$ cat config.mk
export PLATFORM = sky130hd
export DESIGN_NAME = uart_rx_fifo
export DESIGN_NICKNAME = d
export VERILOG_FILES = /design/src/rtl/uart_rx_fifo.sv
export SDC_FILE = /design/constraint.sdc
export NUM_CORES = 1
export LEC_CHECK = 0
export CORE_ASPECT_RATIO = 1.25
export CORE_MARGIN = 10
export CORE_UTILIZATION = 57
export DETAILED_ROUTE_END_ITERATION = 8
export GPL_TIMING_DRIVEN = 0
export PLACE_DENSITY = 0.79
export SETUP_SLACK_MARGIN = 0.1
export SYNTH_ARGS = -nofsm -noshare
export SYNTH_HDL_FRONTEND = slang
export SYNTH_SLANG_ARGS = --single-unit
$ cat constraint.sdc
create_clock -name clk -period 2.9 [get_ports clk]
set_input_delay 0.58 -clock clk [delete_from_list [all_inputs] [get_ports clk]]
set_output_delay 0.58 -clock clk [all_outputs]
set_load 0.05 [all_outputs]
$ cat src/rtl/uart_rx_fifo.sv
// UART receive FIFO: absorbs every offered byte, show-ahead read port, sticky overrun flag.
// Define UART_RX_FIFO_RTS_EN to build the registered rts_n flow-control output (else rts_n is tied 0).
module uart_rx_fifo #(
    parameter int PAYLOAD_BITS  = 8,
    parameter int DEPTH         = 8,
    parameter int RTS_THRESHOLD = DEPTH - 2
) (
    input  logic                     clk,
    input  logic                     resetn,
    input  logic                     rx_valid,
    input  logic [PAYLOAD_BITS-1:0]  rx_data,
    output logic                     rx_read,
    input  logic                     rd_en,
    output logic [PAYLOAD_BITS-1:0]  rd_data,
    output logic                     rd_valid,
    output logic [$clog2(DEPTH):0]   level,
    output logic                     overrun,
    input  logic                     overrun_clr,
    output logic                     rts_n
);

    localparam int PTR_W = $clog2(DEPTH);
    localparam int LVL_W = PTR_W + 1;

    // Elaboration-time guard against unsupported geometry.
    if (DEPTH < 2 || DEPTH > 64 || (DEPTH & (DEPTH - 1)) != 0 || RTS_THRESHOLD > DEPTH) begin : g_bad_cfg
        $error("uart_rx_fifo: DEPTH must be a power of two in 2..64 and RTS_THRESHOLD <= DEPTH");
    end

    logic [PAYLOAD_BITS-1:0] mem_r [DEPTH];
    logic [PTR_W-1:0]        wr_ptr_r;
    logic [PTR_W-1:0]        rd_ptr_r;
    logic [LVL_W-1:0]        level_r;
    logic [LVL_W-1:0]        level_next_s;
    logic                    overrun_r;
    logic                    full_s;
    logic                    push_s;
    logic                    pop_s;
    logic                    drop_s;

    // Push/pop/drop decisions and next fill level.
    always_comb begin
        full_s       = (level_r == LVL_W'(DEPTH));
        pop_s        = rd_en && (level_r != {LVL_W{1'b0}});
        push_s       = rx_valid && (!full_s || pop_s);
        drop_s       = rx_valid && full_s && !pop_s;
        level_next_s = level_r;
        case ({push_s, pop_s})
            2'b10:   level_next_s = level_r + LVL_W'(1);
            2'b01:   level_next_s = level_r - LVL_W'(1);
            default: level_next_s = level_r;
        endcase
    end

    // The receiver is always released in the offer cycle; nothing is taken while in reset.
    assign rx_read  = rx_valid && resetn;
    assign rd_data  = mem_r[rd_ptr_r];
    assign rd_valid = (level_r != {LVL_W{1'b0}});
    assign level    = level_r;
    assign overrun  = overrun_r;

    // Storage array; contents need no reset because the pointers define validity.
    always_ff @(posedge clk) begin
        if (resetn && push_s) begin
            mem_r[wr_ptr_r] <= rx_data;
        end
    end

    // Pointers, fill level and sticky overrun; a drop wins over a same-cycle clear.
    always_ff @(posedge clk) begin
        if (!resetn) begin
            wr_ptr_r  <= {PTR_W{1'b0}};
            rd_ptr_r  <= {PTR_W{1'b0}};
            level_r   <= {LVL_W{1'b0}};
            overrun_r <= 1'b0;
        end else begin
            if (push_s) begin
                wr_ptr_r <= wr_ptr_r + PTR_W'(1);
            end
            if (pop_s) begin
                rd_ptr_r <= rd_ptr_r + PTR_W'(1);
            end
            level_r <= level_next_s;
            if (drop_s) begin
                overrun_r <= 1'b1;
            end else if (overrun_clr) begin
                overrun_r <= 1'b0;
            end
        end
    end

`ifdef UART_RX_FIFO_RTS_EN
    // Flow control tracks the level the FIFO is about to hold, so it reacts in the same cycle.
    always_ff @(posedge clk) begin
        if (!resetn) begin
            rts_n <= 1'b1;
        end else begin
            rts_n <= (level_next_s >= LVL_W'(RTS_THRESHOLD));
        end
    end
`else
    assign rts_n = 1'b0;
`endif

endmodule

==> metrics.yaml <==
syn_area_per_cell_sq_um: 18.5
r2r_slack_ns: 0.39
switching_share_pct: 31.8
yosys_warnings: 0
gp_congestion: 0.738
areaGrowthSynthToFinish_pct: 17.3
ios: 29
portBuffers: 27
critical_path_class: "in -> reg"
place_ws_ns: -0.656
synthesis.area_sq_mm: 0.00325
slew_viol_final: 0
drt-total-wl_um: 5730
cts_htree_levels: 3
status: "completed"
die_area_sq_mm: 0.00913
track_usage_pct: 13.5
arrival_ns: 2.98
period_share_pct: 93.9
pwr-share-seq_pct: 41.2
ys_seq_area_share_pct: 67.8
multi_input_area_sq_um: 993
rsz0062_at_grt: "yes"
worst_ir_drop_vdd_mv: 0.715
row_count: 30
clock_latency_ns: 0.34
viasPerCell: 5.89
hold_violations: 0
crit_chain: "clkdlybuf4s50_1, or2b_2, o21ai_4, ha_2, xor2_1, ha_1, a21oi_1, xor2_1, or3_1, a21boi_0"
setup_viol: 0
gr-total-overflow: 0
dpl.hpwl_um: 3940
crit_path_top_delay_cell: "clkdlybuf4s50_1"
utilization_pct: 69.5
first_pass_iters: 4
synth_cell_types: 40
tightest_slew_ns: 0.940
antenna_found_initial: 0
clkPwrFrac_pct: 27.0
power_density_mw_per_mm2: 855
hp-start: "level[3]"
fin_crit_ns: 2.72
cts_sinks: 78
p_total_mw: 3.26
crit_fanout: 5
synthFlopType: "edfxtp_1"
synthArstFlopShare_pct: 0
fill_cells: 339
comb_power_share_pct: 31.9
internal_power_mw: 2.22
cts_tree: "yes"
layout_common_cells: "64 x edfxtp_1, 18 x clkdlybuf4s50_1, 15 x mux4_1"
cts_root_buf: "clkbuf_8"
drive_gt1_share_pct: 22.0
reg2reg_from: "level[1]"
critical_path_required_ns: 3.16
cts_buffers: 9
post-synth-top-area-cell: "edfxtp_1"
antenna_cells: 0
post_drt_wl_per_cell_um: 20.3
synthCells: 175
clkTransAtPathRegs_ns: 0.08
regArea_sq_mm: 0.00220
worstRegToRegCells: 10
cts_hold_buf: 0
die_height_um: 104
synthTopCellsByArea: "edfxtp_1 59%, mux4_1 12%, dfxtp_1 8.6%"
crit_path_end: "level[2]"
p_sw_mw: 1.04
synth_edf_count: 64
core_area_sq_mm: 0.00548
startpoint_type: "input pin"
grt_max_degree: 15
crit_path_end_kind: "flip-flop"
nets: 231
cap_violations: 0
grt_pass1_vias: 1790
syn_nets: 193
start_util_pct: 59.2
slew_headroom_pct: 37.1
max-clock-path-buffers: 2
grt_pass1_wl_um: 9280
postCtsSetupBuffers: 0
skew_ns: 0.0134
drc: 0
startpoint: "rd_en"
vias: 1662
synth_top_area_share_pct: 59.2
fmax_mhz: 367
synth_seq_cells: 78
hold_class: "reg -> reg"
final_common_cell: "edfxtp_1"
drt_iter0_markers: 129
fp.dieW_um: 87.5
slowest_delay_ns: 0.51
ant_nets: 0
holdPathStages: 2
cp_common_cell: "xor2_1"
holdWs_ns: 0.510
r2r_end: "level[2]"
timing.final.ws_setup_ns: 0.177
leakage_nw: 1.31
[worst min-delay path by stage]
stage,to
floorplan,flip-flop
global placement,level[3]
detailed placement,level[3]
CTS,level[3]
global route,level[3]
finish,level[3]
[worst max-delay path, delay by kind of cell]
| kind | cells | cell delay [ns] |
|---|---|---|
| adders and majority gates | 2 | 0.43 |
| and+or+nand+nor | 2 | 0.71 |
| xor gates and xnor gates | 2 | 0.33 |
| buffers and inverters | 1 | 0.51 |
| AOI/OAI and AO/OA | 3 | 0.41 |
[state kept, by name (all words and copies together) (netlist names), named ones only]
register and flops:
level 4, mem_r 64, overrun 1, rd_ptr_r 3, wr_ptr_r 3
[stage by stage]
step / area [sq um] / std cells / TNS [ns]
5_1_grt: 3810 / 282 / 0
3_3_place_gp: 3600 / 266 / -7.39
4_1_cts: 3840 / 282 / 0
2_1_floorplan: 3250 / 175 / 0
6_report: 3810 / 282 / 0
3_5_place_dp: 3600 / 266 / -10.54
[layer usage]
layer	share of wire (%)	vias up	GRT usage, %
li1	-	771	-
met1	42	835	15.1
met2	51	49	22.4
met3	5.0	7	4.31
met4	1.9	0	6.16
met5	0	-	0
[area by class of cell]
cell class / count / area share, %
inverters: 1 / 0.0986
flip-flops and latches: 78 / 57.8
plain buffers: 8 / 1.64
clock inverters: 4 / 1.31
clock buffers: 12 / 4.66
well taps: 64 / 2.10
repair buffers: 27 / 6.27
multi-input cells: 88 / 26.1
[power by group through the flow]
| stage | Sequential, mW | Clock, mW | Combinational (mW) |
|---|---|---|---|
| after detailed placement | 1.36 | 0 | 1.08 |
| after floorplan | 1.42 | 0 | 0.729 |
| after CTS | 1.34 | 0.894 | 1.07 |
| after global routing | 1.35 | 0.947 | 1.11 |
| after global placement | 1.35 | 0 | 1.05 |
| final | 1.34 | 0.878 | 1.04 |
[timing repair]
action / 4_1_cts / 5_1_grt
gates resized for setup: 25 / 16
setup endpoints to repair: 16 / 10
hold endpoints to repair: 0 / 0
cloned: 0 / 0
[cells by family (layout without fill, tap and decap cells)]
kind of cell | after synthesis | after routing | share of synthesized area [%]
AO/OA/AOI/OAI | 10 | 10 | 2.47
buffers and inverters | 9 | 52 | 1.93
XOR/XNOR | 7 | 7 | 1.89
AND/OR/NAND/NOR | 37 | 37 | 6.94
multiplexers | 28 | 28 | 16.9
adder cells (fa/ha/maj) | 5 | 5 | 1.93
other | 1 | 1 | 0.116
flip-flops | 78 | 78 | 67.8
[cells in the mapped netlist, types with 2 or more instances]
library cell   n
mux4_1        15
xnor2_1        5
ha_1           5
and2_1         7
xor2_1         2
mux2i_1        3
a21oi_1        2
dfxtp_1       14
nor3_1         3
nor2b_1        4
mux2_2         9
clkbuf_1       3
nand2b_1       3
nand2_1        4
nor2_1         7
a21boi_0       2
edfxtp_1      64
(Power assumes the default switching activity.)
==> edit (same flow settings) <==
Add a define of `UART_RX_FIFO_RTS_EN`.
--- a/src/rtl/uart_rx_fifo.sv
+++ b/src/rtl/uart_rx_fifo.sv
@@ -1,5 +1,7 @@
 // UART receive FIFO: absorbs every offered byte, show-ahead read port, sticky overrun flag.
 // Define UART_RX_FIFO_RTS_EN to build the registered rts_n flow-control output (else rts_n is tied 0).
+`define UART_RX_FIFO_RTS_EN
+
 module uart_rx_fifo #(
     parameter int PAYLOAD_BITS  = 8,
     parameter int DEPTH         = 8,
Formal check against the unedited RTL: not equivalent (Yosys sat finds a counterexample within 4 cycles, from zero or initial values and one cycle with resetn low).
==> edit against the original RTL <==
Routed wire length up 7.8%; setup slack worse by 45 ps; sequential cell count up 1; utilization down 0.39 points; area after synthesis down 0.15%; cell area down 0.56%; critical path type unchanged; critical endpoint is now mem_r[2][1]$_DFFE_PP_; highest routed layer unchanged.
Power is not compared: it rests on default switching activity, and its combinational part moved more than twofold at a synthesized area within 25%.
==> edit: results (changes against the original RTL) <==
* Status: finished clean
* XOR/XNOR Fraction of Synth Area at 1.622% (-0.27 points)
* Vias at 1778 (+7.0%)
* Relative slew slack at 38.08% (+0.96 points)
* Post-DP HPWL at 4.277 mm (+8.4%)
* Synth Area per Inst at 17.24 um^2 (-7.1%)
* Vias per Instance at 6.007 (+1.9%)
* Hold Crit Start: rd_ptr_r[1]$_SDFFE_PN0N_
* R2R setup slack at 340 ps (-50 ps)
* Average routed wire per standard cell at 20.89 um (+2.7%)
* Grt met1 use at 15.38% (+0.27 points)
* Largest net degree at the start of global routing at 14 (-1)
* Synth unique cells at 42 (+5.0%)
* Clock-pin slew on the worst setup and hold paths at 80 ps (about the same)
* Crit path arrival time at 2740 ps (-240 ps)
* Post_cts resized at 38 (+52%)
* Placement Cell Area at 3601 um^2 (+0.14%)
* Met2 WL at 3.285 mm (+11%)
* Critical path origin: rd_en
* Cells after DPL at 280 (+5.3%)
* Fill count at 355 (+4.7%)
* WHS at 500.2 ps (-9.834 ps)
* Register area share after synthesis at 68.57% (+0.72 points)
* Met3 WL post-DR at 460 um (+62%)
* GRT met3 Usage at 5.172% (+0.86 points)
* Min-Delay Endpoint: rd_ptr_r[1]$_SDFFE_PN0N_
* Clock Skew at 5.422 ps (-8.012 ps)
* Slowest Stage Delay on Critical Path at 690 ps (+180 ps)
* 1st-iter DRT viols at 143 (+11%)
* GRT Total Usage at 14.34% (+0.85 points)
* Multiplexer share of the synthesized area at 14.83% (-2.1 points)
* Synth Area in Compound Gates at 4.402% (+1.9 points)
* Post-synthesis adder-cell area fraction at 1.158% (-0.77 points)
* Syn_nets at 204 (+5.7%)
* Top cells by area, synth: edfxtp_1, mux4_2, dfxtp_1
* Most common library cells after synthesis: edfxtp_1, mux4_2, nor2_1, dfxtp_1, mux2_2
* Vias in the first global route at 1935 (+8.1%)
* First-pass GRT wire length at 9.991 mm (+7.7%)
* Origin of the critical flop-to-flop path: level[1]$_SDFF_PN0_
* Crit-path slowest cell: nor2_1
* Nets@finish at 243 (+5.2%)
* Met2 usage at 24.59% (+2.2 points)
* Sequential Power at 1.28 mW
edit: cell types whose count changed in the layout (fill, tap and decap cells not counted), sizes merged, moves of 3 or more:
cell   before  now
and2        7    1
nor2        7   16
xnor2       5    2
buf        11   15
nor2b       4    1
edit: final cells by class:
cell class | count | area [um^2] | share of cell area, %
buffer | 9 | 68.82 | 1.817
clock buffer | 12 | 166.4 | 4.394
clock inverter | 4 | 25.02 | 0.6607
inverter | 1 | 3.754 | 0.09911
multi-input combinational | 99 | 979.7 | 25.87
sequential | 79 | 2222 | 58.67
tap | 64 | 80.08 | 2.114
timing repair buffer | 28 | 241.5 | 6.376
edit: metrics by stage:
stage / worst slack (ps) / utilization (%) / setup TNS [ps]
2_1_floorplan: 232.6 / - / 0
6_report: 132.5 / 69.11 / 0
5_1_grt: 41.03 / 69.11 / 0
3_5_place_dp: -705.6 / 65.71 / -16080
3_3_place_gp: -585.9 / 65.71 / -13290
4_1_cts: -22.39 / 69.25 / -22.39
